## config.mk

```make
export PLATFORM = sky130hd
export DESIGN_NAME = msrv32_pc_redirect_unit
export DESIGN_NICKNAME = d
export VERILOG_FILES = /design/src/rtl/msrv32_pc_redirect_unit.sv
export SDC_FILE = /design/constraint.sdc
export NUM_CORES = 1
export LEC_CHECK = 0
export ABC_AREA = 1
export CAP_MARGIN = 20
export CORE_MARGIN = 2
export CORE_UTILIZATION = 35
export CTS_CLUSTER_SIZE = 28
export DETAILED_ROUTE_END_ITERATION = 10
export PLACE_DENSITY = 0.67
export SLEW_MARGIN = 20
export SYNTH_ARGS = -nofsm -noshare
export SYNTH_HDL_FRONTEND = slang
export SYNTH_SLANG_ARGS = --single-unit
```

## constraint.sdc

```tcl
create_clock -name ms_riscv32_mp_clk_in -period 3.1 [get_ports ms_riscv32_mp_clk_in]
set_clock_uncertainty 0.15 [all_clocks]
set_input_delay 0.62 -clock ms_riscv32_mp_clk_in [delete_from_list [all_inputs] [get_ports ms_riscv32_mp_clk_in]]
set_output_delay 0.62 -clock ms_riscv32_mp_clk_in [all_outputs]
set_load 0.01 [all_outputs]
```

## src/rtl/msrv32_pc_redirect_unit.sv

```systemverilog
`default_nettype none
// +--------------------------------------------------------------------------+
// | Module      : msrv32_pc_redirect_unit                                    |
// | Description : Next-PC selection with trap/branch redirect, stall-pending |
// |               capture, misaligned-target detection and flush generation. |
// |               Define MSRV32_REDIRECT_COUNT_EN to enable redirect counter.|
// | Revision    : 1.0 - initial release                                      |
// +--------------------------------------------------------------------------+
module msrv32_pc_redirect_unit #(
  parameter int unsigned      WIDTH        = 32,
  parameter logic [WIDTH-1:0] BOOT_ADDRESS = 32'h0000_0000
) (
  input  logic             ms_riscv32_mp_clk_in,
  input  logic             ms_riscv32_mp_rst_in,
  input  logic             branch_taken_in,
  input  logic [WIDTH-1:0] iaddr_in,
  input  logic             trap_taken_in,
  input  logic [WIDTH-1:0] trap_address_in,
  input  logic             ahb_ready_in,
  output logic [WIDTH-1:0] i_addr_out,
  output logic [WIDTH-1:0] pc_out,
  output logic [WIDTH-1:0] pc_plus_4_out,
  output logic             flush_out,
  output logic             misaligned_instr_out,
  output logic [31:0]      redirect_count_out
);

  typedef enum logic [0:0] {
    ST_RUN     = 1'b0,
    ST_PENDING = 1'b1
  } state_t;

  state_t           state_q, state_d;
  logic [WIDTH-1:0] pc_q, pc_d;
  logic [WIDTH-1:0] pending_q, pending_d;
  logic             misaligned_q, misaligned_d;
  logic             flush_q, flush_d;

  logic [WIDTH-1:0] pc_plus_4;
  logic [WIDTH-1:0] branch_target;
  logic [WIDTH-1:0] redirect_target;
  logic [WIDTH-1:0] fetch_addr;
  logic             branch_misaligned;
  logic             redirect_req;
  logic             redirect_load;

  always_comb begin
    pc_plus_4         = pc_q + WIDTH'(4);
    branch_target     = iaddr_in & ~WIDTH'(1);
    branch_misaligned = branch_taken_in && !trap_taken_in && branch_target[1];
    redirect_req      = trap_taken_in || (branch_taken_in && !branch_target[1]);
    redirect_target   = trap_taken_in ? trap_address_in : branch_target;

    state_d       = state_q;
    pending_d     = pending_q;
    misaligned_d  = 1'b0;
    redirect_load = 1'b0;
    fetch_addr    = pc_plus_4;

    if (state_q == ST_RUN) begin
      misaligned_d = branch_misaligned;
      if (redirect_req) begin
        fetch_addr = redirect_target;
        if (ahb_ready_in) begin
          redirect_load = 1'b1;
        end else begin
          pending_d = redirect_target;
          state_d   = ST_PENDING;
        end
      end
    end else begin
      // A trap arriving while stalled supersedes the held target immediately.
      fetch_addr = trap_taken_in ? trap_address_in : pending_q;
      pending_d  = fetch_addr;
      if (ahb_ready_in) begin
        redirect_load = 1'b1;
        state_d       = ST_RUN;
      end
    end

    pc_d    = ahb_ready_in ? fetch_addr : pc_q;
    flush_d = redirect_load;

    if (ms_riscv32_mp_rst_in) begin
      fetch_addr = BOOT_ADDRESS;
    end
  end

  always_ff @(posedge ms_riscv32_mp_clk_in) begin
    if (ms_riscv32_mp_rst_in) begin
      state_q      <= ST_RUN;
      pc_q         <= BOOT_ADDRESS;
      pending_q    <= '0;
      misaligned_q <= 1'b0;
      flush_q      <= 1'b1;
    end else begin
      state_q      <= state_d;
      pc_q         <= pc_d;
      pending_q    <= pending_d;
      misaligned_q <= misaligned_d;
      flush_q      <= flush_d;
    end
  end

`ifdef MSRV32_REDIRECT_COUNT_EN
  logic [31:0] count_q, count_d;

  always_comb begin
    count_d = count_q;
    if (redirect_load) begin
      count_d = count_q + 32'd1;
    end
  end

  always_ff @(posedge ms_riscv32_mp_clk_in) begin
    if (ms_riscv32_mp_rst_in) begin
      count_q <= 32'd0;
    end else begin
      count_q <= count_d;
    end
  end

  assign redirect_count_out = count_q;
`else
  assign redirect_count_out = 32'd0;
`endif

  assign i_addr_out           = fetch_addr;
  assign pc_out               = pc_q;
  assign pc_plus_4_out        = pc_plus_4;
  assign flush_out            = flush_q;
  assign misaligned_instr_out = misaligned_q;

endmodule
`default_nettype wire
```

==> results of run 1 <==
-- worst min path at each step --
stage,start,cells after the start,endpoint,slack [ps]
global route,pending_q[5],2,pending_q[5],370
detailed placement,pending_q[5],2,pending_q[5],330
CTS,pending_q[5],2,pending_q[5],340
global placement,pending_q[6],2,pending_q[6],320
floorplan,pending_q[5],2,pending_q[5],310
finish,pending_q[5],2,pending_q[5],330
-- stage by stage --
step | power, mW | std cells | cell area [µm²] | setup TNS, ps
2_1_floorplan | 1.54 | 875 | 5120 | 0
5_1_grt | 3.36 | 1281 | 7900 | -13.2
6_report | 3.20 | 1281 | 7900 | 0
3_5_place_dp | 2.08 | 1244 | 7310 | -11670
3_3_place_gp | 2.07 | 1244 | 7310 | -10500
4_1_cts | 3.19 | 1278 | 7790 | 0
-- repair_timing --
item | 4_1_cts | 5_1_grt
hold endpoints to repair | 0 | 0
resized for setup | 61 | 30
endpoints found under the setup margin | 35 | 20
pin swaps | 5 | 5
setup buffers | 18 | 3
-- state kept, by name, summed over array words and instances (netlist names) --
name	flops
flush_out	1
state_q	1
pending_q	32
pc_out	32
misaligned_instr_out	1
-- power groups by stage --
stage / Sequential (mW) / Combinational (mW) / Clock, mW
CTS: 1.02 / 1.05 / 1.12
finish: 1.03 / 1.07 / 1.10
floorplan: 1.04 / 0.493 / 0
global route: 1.04 / 1.16 / 1.16
global placement: 1.04 / 1.03 / 0
detailed placement: 1.04 / 1.04 / 0
-- metal layers --
| metal | vias up | share of wire |
|---|---|---|
| met4 | 0 | 0.024 |
| met3 | 31 | 0.075 |
| li1 | 3096 | - |
| met2 | 264 | 0.45 |
| met5 | - | 0 |
| met1 | 2762 | 0.45 |
-- kinds of logic (layout without fill, tap and decap cells) --
| kind of cell | Yosys count | count (layout) |
|---|---|---|
| AOI/OAI and AO/OA | 159 | 159 |
| DFF | 67 | 67 |
| and+or+nand+nor | 435 | 435 |
| buffers and inverters | 163 | 389 |
| other | 1 | 32 |
| xor gates and xnor gates | 18 | 18 |
| adders and majority gates | 1 | 1 |
-- cell usage in the layout (no fill, tap or decap), drive strengths merged, types with 4 or more instances in the layout --
cell type	instances
dfxtp	67
xnor2	4
buf	121
o21ai	58
xor2	14
clkinv	4
a21oi	64
nand2	301
inv	85
nand3	25
conb	32
o22ai	4
dlygate4sd2	34
nor2	88
clkdlybuf4s50	128
or2	6
a31oi	19
nor3	7
a22oi	8
clkbuf	11
-- worst max-delay path: cells and delay by family (launching register included) --
family / cells / cell delay [ps]
buffers and inverters: 1 / 540
and+or+nand+nor: 6 / 800
DFF: 1 / 540
-- final cells by class --
class,instances,area share
Tap cell,180,0.0285
Inverter,88,0.0436
Clock buffer,11,0.0295
Clock inverter,5,0.00982
Multi-Input combinational cell,645,0.392
Timing Repair Buffer,285,0.326
Sequential cell,67,0.171
==> flow_summary.yaml, run 1 <==
cells_and_area:
  multi_input_area_um2: 3090
  area_growth_syn_to_layout_pct: 57.9
  fill_cells: 1359
  nets: 1166
  antennaDiodeCount: 0
  layout-drive-gt1-share: 0.177
  finish.utilization: 0.567
  regArea_um2: 1350
power:
  power_switching_share: 0.318
  internal_power_mw: 2.18
  p_switching_mw: 1.02
  clockPowerShare: 0.345
  p_comb_frac: 0.333
  power_density_nw_per_um2: 405
  seqPwrFrac: 0.322
  vdd_drop_max_uv: 290
  leakage_nw: 3.86
grt:
  antenna_found_initial: 0
  grt.busiest_layer: "met2"
  met1_usage: 0.330
  grt_pass1_wl_mm: 29.6
  track_usage: 0.251
  met3_usage: 0.0434
  grt_pass1_vias: 5796
  grt_overflow_total: 0
  grt_max_degree: 30
  met2_usage: 0.412
sta:
  fin_ws_ps: 85.7
  tightest_slew_ps: 629
  slew_viol_final: 0
  hold_viol: 0
  fin_crit_ps: 3010
  finalCritPeriodShare: 0.972
  slew_headroom: 0.578
  fmax_mhz: 332
  setup_viol: 0
  hold_ws_ps: 332
yosys:
  async_flop_share: 0
  synthTopCellsByCount: "nand2_1 (297), inv_1 (83), nor2_1 (79)"
  syn_avg_cell_area_um2: 5.93
  ys_ff_latch: 67
  yosys.area.top_type: "dfxtp_1"
  synth_mux_area_frac: 0
  ys_warn_count: 0
  yosys.area_share.xor_xnor: 0.0315
  synth_edf_count: 0
  synthAdderAreaFrac: 0.00250
  yosysSeqAreaShare: 0.268
  synth.most_common_cell: "nand2_1"
  synth-compound-area-share: 0.178
  synth_top_family_by_area: "simple AND/OR/NAND/NOR gates"
  synthSimpleGateAreaFrac: 0.357
  synth_ff_type: "dfxtp_1"
  synth_area_leaders: "dfxtp_1 (27%), nand2_1 (22%), inv_1 (6.2%)"
  netlist_area_um2: 5000
  netlist_instances: 844
  synth_cell_types: 43
  synth_top_area_share: 0.268
critical_path:
  cpPeakStageDelay_ps: 540
  rr_worst_depth: 18
  crit_path_cell_trace: "nand2_1 -> nor2_1 -> nand4_1 -> nor2_1 -> nand3b_1 -> nand2_1 -> clkdlybuf4s50_1"
  reg2reg_slack_ps: 150
  endpoint: "pc_plus_4_out[30]"
  r2r_start: "pc_out[3]"
  end_kind: "primary output"
  critPathLaunch: "pc_out[27]"
  critPathLaunchType: "flip-flop"
  slowest_stage: "dfxtp_1"
  crit_required_ps: 2330
  critPathMaxFanout: 6
  r2r-end: "pc_out[4]"
  critPathKind: "flip-flop to primary output"
  worstPathArrival_ps: 2240
die:
  die_h_um: 124
  io_pins: 199
  start_util: 0.359
  core_area_um2: 13900
  fp.dieW_um: 124
  num_rows: 43
  die_area_um2: 15300
placed_design:
  place.gp.congestion: 0.892
  post-place-ws_ps: -450
  io_buffers: 165
  detailed_place_hpwl_mm: 14.4
clocking:
  path_clk_slew_ps: 60
  cts-root-buf: "clkbuf_16"
  cts.sinks: 67
  tritoncts: "built"
  hold_buffers: 0
  clockBufferDepth: 2
  clk_latency_ps: 340
  htree_levels: 3
  cts_buffers: 9
drt:
  wl_per_cell_um: 14.9
  finalWirelength_mm: 19.1
  ant_nets: 0
  viasPerCell: 4.80
  firstDrtPassIters: 5
  drc: 0
  vias: 6153
  first_iter_violations: 418
run_status:
  status: "complete, no violations"
flow_run:
  cap_violations: 0
worst_hold_path:
  hold_class: "flip-flop to flip-flop"
Power figures use the tool's default switching activity.
==> run 2: changes to the inputs <==
TNS_END_PERCENT = 5   (was not set)
==> flow_summary.yaml, run 2 (same netlist as run 1, synthesis figures left out) <==
critical_path:
  cp_top_family: "buffers and inverters"
  slowest_stage: "clkdlybuf4s50_1"
  crit_buf_inv: 5
  critPathLaunchType: "primary input"
  worstPathArrival_ps: 2580
  critPathKind: "primary input to primary output"
  critPathMaxFanout: 12
  cp_common_cell: "clkdlybuf4s50_1"
  cpPeakStageDelay_ps: 530
  end_kind: "primary output"
  crit_required_ps: 2330
  crit_path_cell_trace: "clkdlybuf4s50_1 -> inv_2 -> o21ai_4 -> buf_6 -> nor2_1 -> o31ai_1 -> nand2_1 -> inv_1 -> clkdlybuf4s50_1"
cells_and_area:
  multi_input_area_um2: 3080
  final_common_cell: "nand2_1"
  finish.utilization: 0.557
  fill_cells: 1371
  layout-drive-gt1-share: 0.171
  antennaDiodeCount: 0
  regArea_um2: 1350
  nets: 1150
  final_cell_mix: "nand2_1 (294), clkdlybuf4s50_1 (134), buf_4 (96)"
  area_growth_syn_to_layout_pct: 55.3
sta:
  slew_headroom: 0.575
  hold_viol: 0
  slew_viol_final: 0
  fin_ws_ps: -246
  finalCritPeriodShare: 1.08
  setup_tns_ps: -791
  rsz0062_at_grt: "true"
  fin_crit_ps: 3350
  setup_viol: 9
  tightest_slew_ps: 634
  fmax_mhz: 299
die:
  io_pins: 199
  fp.dieW_um: 124
  num_rows: 43
  die_area_um2: 15300
  start_util: 0.359
  core_area_um2: 13900
  die_h_um: 124
drt:
  ant_nets: 0
  firstDrtPassIters: 5
  vias: 6080
  first_iter_violations: 375
  wl_per_cell_um: 14.9
  drc: 0
  finalWirelength_mm: 18.9
  viasPerCell: 4.81
grt:
  antenna_found_initial: 0
  grt_pass1_wl_mm: 29.2
  grt_pass1_vias: 5696
  track_usage: 0.249
  grt_overflow_total: 0
  grt_max_degree: 30
clocking:
  path_clk_slew_ps: 50
  cts_buffers: 9
  tritoncts: "built"
  hold_buffers: 0
  htree_levels: 3
  cts-root-buf: "clkbuf_16"
  cts.sinks: 67
  clk_latency_ps: 340
  clockBufferDepth: 2
placed_design:
  detailed_place_hpwl_mm: 14.4
  place.gp.congestion: 0.892
  io_buffers: 165
power:
  vdd_drop_max_uv: 298
  power_density_nw_per_um2: 410
  leakage_nw: 3.85
flow_run:
  cap_violations: 0
worst_hold_path:
  hold_class: "flip-flop to flip-flop"
run_status:
  status: "finished, violations left"
  violations: "setup timing"
## run 2: changes by cell type in the layout (fill, tap and decap cells not counted), moves of 5 or more
cell,before,now
clkdlybuf4s50_1,128,134
dlymetal6s2s_1,2,11
clkbuf_2,0,8
dlygate4sd2_1,34,10
buf_4,112,96
o21ai_0,52,47
## run 2: layout make-up
cell class,instances,share of cell area
well taps,180,0.0290
multi-input cells,645,0.397
flip-flops and latches,67,0.174
inverters,88,0.0437
clock buffers,11,0.0300
clock inverters,5,0.00999
repair buffers,269,0.317
## run 2: final timing paths
path | endpoint | slack [ps] | depth (start not counted) | startpoint
max | i_addr_out[4] | -250 | 9 | branch_taken_in
min | pending_q[5] | 330 | 2 | pending_q[5]
max reg2reg | pc_out[12] | 1130 | 11 | pc_out[3]
min reg2reg | pending_q[5] | 330 | 2 | pending_q[5]
## run 2: routing by layer
layer / routed length, µm / track usage / vias up
li1: - / - / 3065
met1: 8420 / 0.330 / 2721
met2: 8640 / 0.408 / 256
met3: 1350 / 0.0429 / 38
met4: 462 / 0.0845 / 0
met5: 0 / 0 / -
## run 2: power by group
| group | total, mW | switching [mW] | internal, mW | leakage, nW |
|---|---|---|---|---|
| sequential | 1.03 | 0.0796 | 0.948 | 0.558 |
| clock | 1.11 | 0.407 | 0.702 | 0.150 |
| combinational | 1.05 | 0.530 | 0.519 | 3.14 |
| total | 3.19 | 1.02 | 2.17 | 3.85 |
## run 2: worst register-to-register path: stages, from the launching register on
cell     delay (ps)
dfxtp_2         360
ha_1            190
nand3_2         120
nor2_2          170
nand2_1          80
xor2_1          270
nand2_1         100
nand2_1          80
a21oi_2          70
buf_4           150
nor2_1           90
nor2_1           40
## run 2: through the flow
| stage | cells | hold WS (ps) | cell area (µm²) | setup slack [ps] | power (mW) |
|---|---|---|---|---|---|
| after floorplan | 875 | 305 | 5120 | 649 | 1.54 |
| after global placement | 1244 | 317 | 7310 | -411 | 2.07 |
| after detailed placement | 1244 | 326 | 7310 | -450 | 2.08 |
| after CTS | 1264 | 337 | 7680 | -263 | 3.18 |
| after global routing | 1265 | 372 | 7770 | -326 | 3.34 |
| final | 1265 | 331 | 7770 | -246 | 3.19 |
## run 2: what timing repair did
item,in CTS,in global routing
resized for setup,37,62
endpoints found under the hold margin,0,0
setup buffers,4,1
pin swaps,0,2
setup endpoints to repair,35,40
